[config.mk]
export PLATFORM = sky130hd
export DESIGN_NAME = neuron_activation
export DESIGN_NICKNAME = d
export VERILOG_FILES = /design/src/rtl/nn_pkg.sv /design/src/rtl/act_fifo.sv /design/src/rtl/neuron_activation.sv
export SDC_FILE = /design/constraint.sdc
export NUM_CORES = 1
export LEC_CHECK = 0
export CORE_ASPECT_RATIO = 0.5
export CORE_MARGIN = 1.5
export CORE_UTILIZATION = 48
export DETAILED_ROUTE_END_ITERATION = 12
export PLACE_DENSITY = 0.86
export SLEW_MARGIN = 20
export SYNTH_ARGS = -nofsm -noshare
export SYNTH_HDL_FRONTEND = slang
export SYNTH_SLANG_ARGS = --single-unit
[constraint.sdc]
create_clock -name clk -period 2.5 [get_ports clk]
set_input_delay 0.75 -clock clk [delete_from_list [all_inputs] [get_ports clk]]
set_output_delay 0.75 -clock clk [all_outputs]
set_load 0.01 [all_outputs]
[src/rtl/nn_pkg.sv]
// rtl/nn_pkg.sv - shared neuron datapath widths and activation saturation limit
package nn_pkg;

    localparam int DEF_IN_W  = 23;
    localparam int DEF_OUT_W = 12;
    localparam int DEF_SHIFT = 8;

    // Largest activation the next layer's signed multiplicand can hold
    function automatic int act_sat(input int out_w);
        return (1 << (out_w - 1)) - 1;
    endfunction

    localparam int ACT_SAT = act_sat(DEF_OUT_W);

endpackage

[src/rtl/act_fifo.sv]
// rtl/act_fifo.sv - first-word fall-through activation FIFO with occupancy output
module act_fifo
    import nn_pkg::*;
#(
    parameter int DEPTH = 4,
    parameter int WIDTH = 12,
    localparam int AW = $clog2(DEPTH)
) (
    input  logic             clk,
    input  logic             rst,
    input  logic             wr_valid,
    input  logic [WIDTH-1:0] wr_data,
    output logic             wr_ready,
    output logic             rd_valid,
    input  logic             rd_ready,
    output logic [WIDTH-1:0] rd_data,
    output logic [AW:0]      level
);

    logic [WIDTH-1:0] mem [DEPTH];
    logic [AW-1:0]    wr_ptr;
    logic [AW-1:0]    rd_ptr;
    logic             full;
    logic             push;
    logic             pop;

    // A full FIFO still takes a write when the head leaves on the same edge
    always_comb begin
        full     = (level == (AW+1)'(DEPTH));
        rd_valid = !rst && (level != '0);
        rd_data  = rd_valid ? mem[rd_ptr] : '0;
        wr_ready = !full || rd_ready;
        pop      = rd_valid && rd_ready;
        push     = wr_valid && wr_ready;
    end

    // Storage is deliberately left unreset; only the pointers define contents
    always_ff @(posedge clk) begin
        if (push) begin
            mem[wr_ptr] <= wr_data;
        end
    end

    // Pointers wrap naturally because DEPTH is a power of two
    always_ff @(posedge clk) begin
        if (rst) begin
            wr_ptr <= '0;
            rd_ptr <= '0;
            level  <= '0;
        end else begin
            if (push) begin
                wr_ptr <= wr_ptr + 1'b1;
            end
            if (pop) begin
                rd_ptr <= rd_ptr + 1'b1;
            end
            case ({push, pop})
                2'b10:   level <= level + 1'b1;
                2'b01:   level <= level - 1'b1;
                default: level <= level;
            endcase
        end
    end

endmodule

[src/rtl/neuron_activation.sv]
// rtl/neuron_activation.sv - ReLU, round, saturate and buffer neuron results
module neuron_activation
    import nn_pkg::*;
#(
    parameter int IN_W  = DEF_IN_W,
    parameter int OUT_W = DEF_OUT_W,
    parameter int SHIFT = DEF_SHIFT,
    parameter int DEPTH = 4,
    localparam int LW = $clog2(DEPTH) + 1
) (
    input  logic             clk,
    input  logic             rst,
    input  logic             valid_in,
    input  logic [IN_W-1:0]  data_in,
    output logic             act_valid,
    input  logic             act_ready,
    output logic [OUT_W-1:0] act_data,
    output logic [LW-1:0]    fifo_level,
    output logic             overflow,
    output logic [7:0]       out_count
);

    localparam logic [IN_W:0]  HALF     = (IN_W+1)'(2 ** (SHIFT - 1));
    localparam logic [IN_W:0]  SAT_WIDE = (IN_W+1)'(act_sat(OUT_W));
    localparam logic [OUT_W-1:0] SAT    = OUT_W'(act_sat(OUT_W));

    logic [IN_W:0]    relu_x;
    logic [IN_W:0]    rounded;
    logic [IN_W:0]    shifted;
    logic [OUT_W-1:0] act_next;
    logic             s1_valid;
    logic [OUT_W-1:0] s1_data;
    logic             fifo_wr_ready;
    logic             pop;

    // One extra bit keeps the rounding add from wrapping at the positive limit
    always_comb begin
        relu_x   = data_in[IN_W-1] ? '0 : {1'b0, data_in};
        rounded  = relu_x + HALF;
        shifted  = rounded >> SHIFT;
        act_next = (shifted > SAT_WIDE) ? SAT : shifted[OUT_W-1:0];
        pop      = act_valid && act_ready;
    end

    // Stage-1 register; valid_in seen during reset is discarded
    always_ff @(posedge clk) begin
        if (rst) begin
            s1_valid <= 1'b0;
        end else begin
            s1_valid <= valid_in;
        end
        if (valid_in) begin
            s1_data <= act_next;
        end
    end

    // Sticky drop flag and popped-word counter
    always_ff @(posedge clk) begin
        if (rst) begin
            overflow  <= 1'b0;
            out_count <= '0;
        end else begin
            if (s1_valid && !fifo_wr_ready) begin
                overflow <= 1'b1;
            end
            if (pop) begin
                out_count <= out_count + 8'd1;
            end
        end
    end

    act_fifo #(
        .DEPTH (DEPTH),
        .WIDTH (OUT_W)
    ) u_fifo (
        .clk      (clk),
        .rst      (rst),
        .wr_valid (s1_valid),
        .wr_data  (s1_data),
        .wr_ready (fifo_wr_ready),
        .rd_valid (act_valid),
        .rd_ready (act_ready),
        .rd_data  (act_data),
        .level    (fifo_level)
    );

endmodule

==> results.yml <==
synthesis:
  synth_area_per_cell_sq_um: 14.7
  synthesis.area_sq_mm: 0.00346
  synth-edff-count: 60
  ys_warn_count: 0
  yosysMostFrequentCell: "edfxtp_1"
  synth_commonest_cells: "edfxtp_1 (60), nor2_1 (23), dfxtp_1 (19)"
  synth_async_sr_flop_share: 0
  ys_seq_area_frac: 0.631
  ys_seq_elements: 79
  syn_nets: 271
  synth_top_area_frac: 0.521
  ys_top_cells_by_area: "edfxtp_1 (52%), dfxtp_1 (11%), mux4_2 (7.8%)"
  synthCells: 236
  ys_types: 40
  yosys_most_used_dff: "edfxtp_1"
  synth_top_cell_by_area: "edfxtp_1"
clock_tree:
  ctsHtreeMaxLevel: 3
  cts-buffers-inserted: 9
  clock_sinks: 79
  cts_tree: "done"
  clockBufferDepth: 2
  cts_root_buffer: "clkbuf_16"
  cts.clk_slew.worst_paths_ns: 0.06
  cts_hold_buf: 0
  insertion_delay_ns: 0.33
critical_path:
  cp.arrival_ns: 1.70
  cp_top_family: "multiplexers"
  cpMostUsedCell: "buf_12"
  cp-start-kind: "flip-flop"
  rr_startpoint: "u_fifo.level[0]$_SDFFE_PP0P_"
  crit_buf_inv: 3
  cp_cell_sequence: "buf_12 -> buf_12 -> mux4_2 -> and2_4 -> buf_2"
  crit_end: "act_data[8]"
  r2r-end: "u_fifo.level[2]$_SDFFE_PP0P_"
  critical-path-max-stage-delay_ns: 0.50
  crit_required_ns: 1.75
  path_class: "reg2out"
  cp-end-kind: "output pin"
  reg2reg_slack_ns: 0.31
  critPathSlowestCell: "mux4_2"
  cp_num_cells: 5
  critPathMaxFanout: 5
  ff2ff_path_depth: 10
sta:
  slew_headroom: 0.586
  slew_viol_final: 0
  fin_tns_setup_ns: 0
  fin_crit_sh: 0.980
  fin_crit_ns: 2.45
  hold_viol: 0
  finalSetupViolations: 0
  fmax_mhz: 408
  finalClockSkew_ns: 0.00784
  hold_ws_ns: 0.482
  worst_pin_slew_ns: 0.619
global_routing:
  grt.total_usage: 0.210
  antenna_found_initial: 0
  grt_max_degree: 20
  grt_pass1_wl_um: 12100
  grt_overflow: 0
  first_global_vias: 2360
route:
  wl_per_cell_um: 17.3
  vias: 2200
  drc: 0
  drt_iter0_drc: 145
  viasPerCell: 5.19
  drtPass1Iterations: 4
  ant_nets: 0
  finalWirelength_um: 7350
cells_and_area:
  layoutNonFillerInstCount: 424
  drive_gt1_frac: 0.325
  areaGrowthSynthToFinish_pct: 35.9
  final_core_util: 0.688
  insertedDiodeCount: 0
  finalNetCount: 362
floorplanning:
  die_w_um: 123
  pin_count: 52
  std_cell_rows: 21
  coreArea_sq_mm: 0.00683
  die_height_um: 63.0
  die_area_sq_mm: 0.00775
  initial_utilization: 0.506
placement:
  gp_congestion: 0.773
  dp_hpwl_um: 4720
  dp_cells: 398
  port-buffer-count: 44
power:
  p_leak_nw: 1.71
  powerDensity_mw_per_mm2: 712
  ir_worst_vdd_uv: 374
job:
  cap_violations: 0
run_status:
  status: "completed"
min_path:
  hp-class: "reg2reg"
## how the worst min path moves through the flow
| stage | startpoint | endpoint | slack [ns] | depth (start not counted) |
|---|---|---|---|---|
| floorplan | s1_valid$_SDFF_PP0_ | overflow$_SDFFE_PP0P_ | 0.45 | 2 |
| global placement | overflow$_SDFFE_PP0P_ | overflow$_SDFFE_PP0P_ | 0.45 | 2 |
| detailed placement | overflow$_SDFFE_PP0P_ | overflow$_SDFFE_PP0P_ | 0.47 | 2 |
| CTS | overflow$_SDFFE_PP0P_ | overflow$_SDFFE_PP0P_ | 0.48 | 2 |
| global route | overflow$_SDFFE_PP0P_ | overflow$_SDFFE_PP0P_ | 0.50 | 2 |
| finish | overflow$_SDFFE_PP0P_ | overflow$_SDFFE_PP0P_ | 0.48 | 2 |
## power by group
| part | switching (mW) | total, mW | internal (mW) |
|---|---|---|---|
| Combinational | 0.177 | 0.394 | 0.217 |
| Sequential | 0.0408 | 1.52 | 1.48 |
| Clock | 0.546 | 1.43 | 0.886 |
| Total | 0.763 | 3.35 | 2.58 |
## routing by layer
metal / vias up / routed length [um] / global-route usage
met5: - / 0 / 0
met4: 0 / 64 / 0.0546
met3: 6 / 408 / 0.0648
met2: 53 / 3680 / 0.342
met1: 1093 / 3200 / 0.276
li1: 1048 / - / -
## cell families (layout without fill, tap and decap cells)
kind of cell | after synthesis | in the layout | share of synthesized area
flip-flops | 79 | 79 | 0.631
other | 1 | 1 | 0.00108
adder cells (fa/ha/maj) | 8 | 8 | 0.0311
AO/OA/AOI/OAI | 18 | 18 | 0.0499
XOR/XNOR | 23 | 23 | 0.0582
multiplexers | 13 | 13 | 0.0810
buffers and inverters | 18 | 114 | 0.0232
AND/OR/NAND/NOR | 76 | 76 | 0.124
## timing repair
| action | 4_1_cts | 5_1_grt |
|---|---|---|
| resized for setup | 51 | 10 |
| buffers inserted | 10 | 0 |
| hold endpoints to repair | 0 | 0 |
| endpoints found under the setup margin | 14 | 9 |
| cloned | 0 | 0 |
| pin swaps | 2 | 8 |
## cells in the final DEF (no fill, tap or decap), types with 11 or more instances in the layout
cell type,count
and2_1,11
buf_4,38
clkdlybuf4s50_1,29
dfxtp_1,18
edfxtp_1,60
mux4_2,12
nor2_1,23
xnor2_1,12
xor2_1,11
## state kept, by name (all words and copies together) (netlist names), named ones only
register       count
out_count          8
overflow           1
s1_data           12
s1_valid           1
u_fifo.level       3
u_fifo.mem        48
u_fifo.rd_ptr      2
u_fifo.wr_ptr      2
## stage by stage
step	worst slack, ns	total power, mW	cell area [sq um]
after global routing	-0.00121	3.45	4700
after CTS	0.0253	3.34	4660
after detailed placement	-0.428	1.91	4290
after floorplan	0.00818	1.71	3470
final	0.0509	3.35	4700
after global placement	-0.407	1.89	4290
## tightest hold or removal path: stages, from the launching register on
cell     delay [ns]
dfxtp_1        0.33
a21oi_1        0.05
nor2_1         0.07
## final cells by class
type,count,area [sq um]
well taps,92,115
fillers,424,2130
clock buffers,9,225
flip-flops and latches,79,2180
multi-input cells,139,1220
inverters,9,33.8
clock inverters,7,104
repair buffers,89,817
No activity file was read; power rests on OpenSTA's default activity.
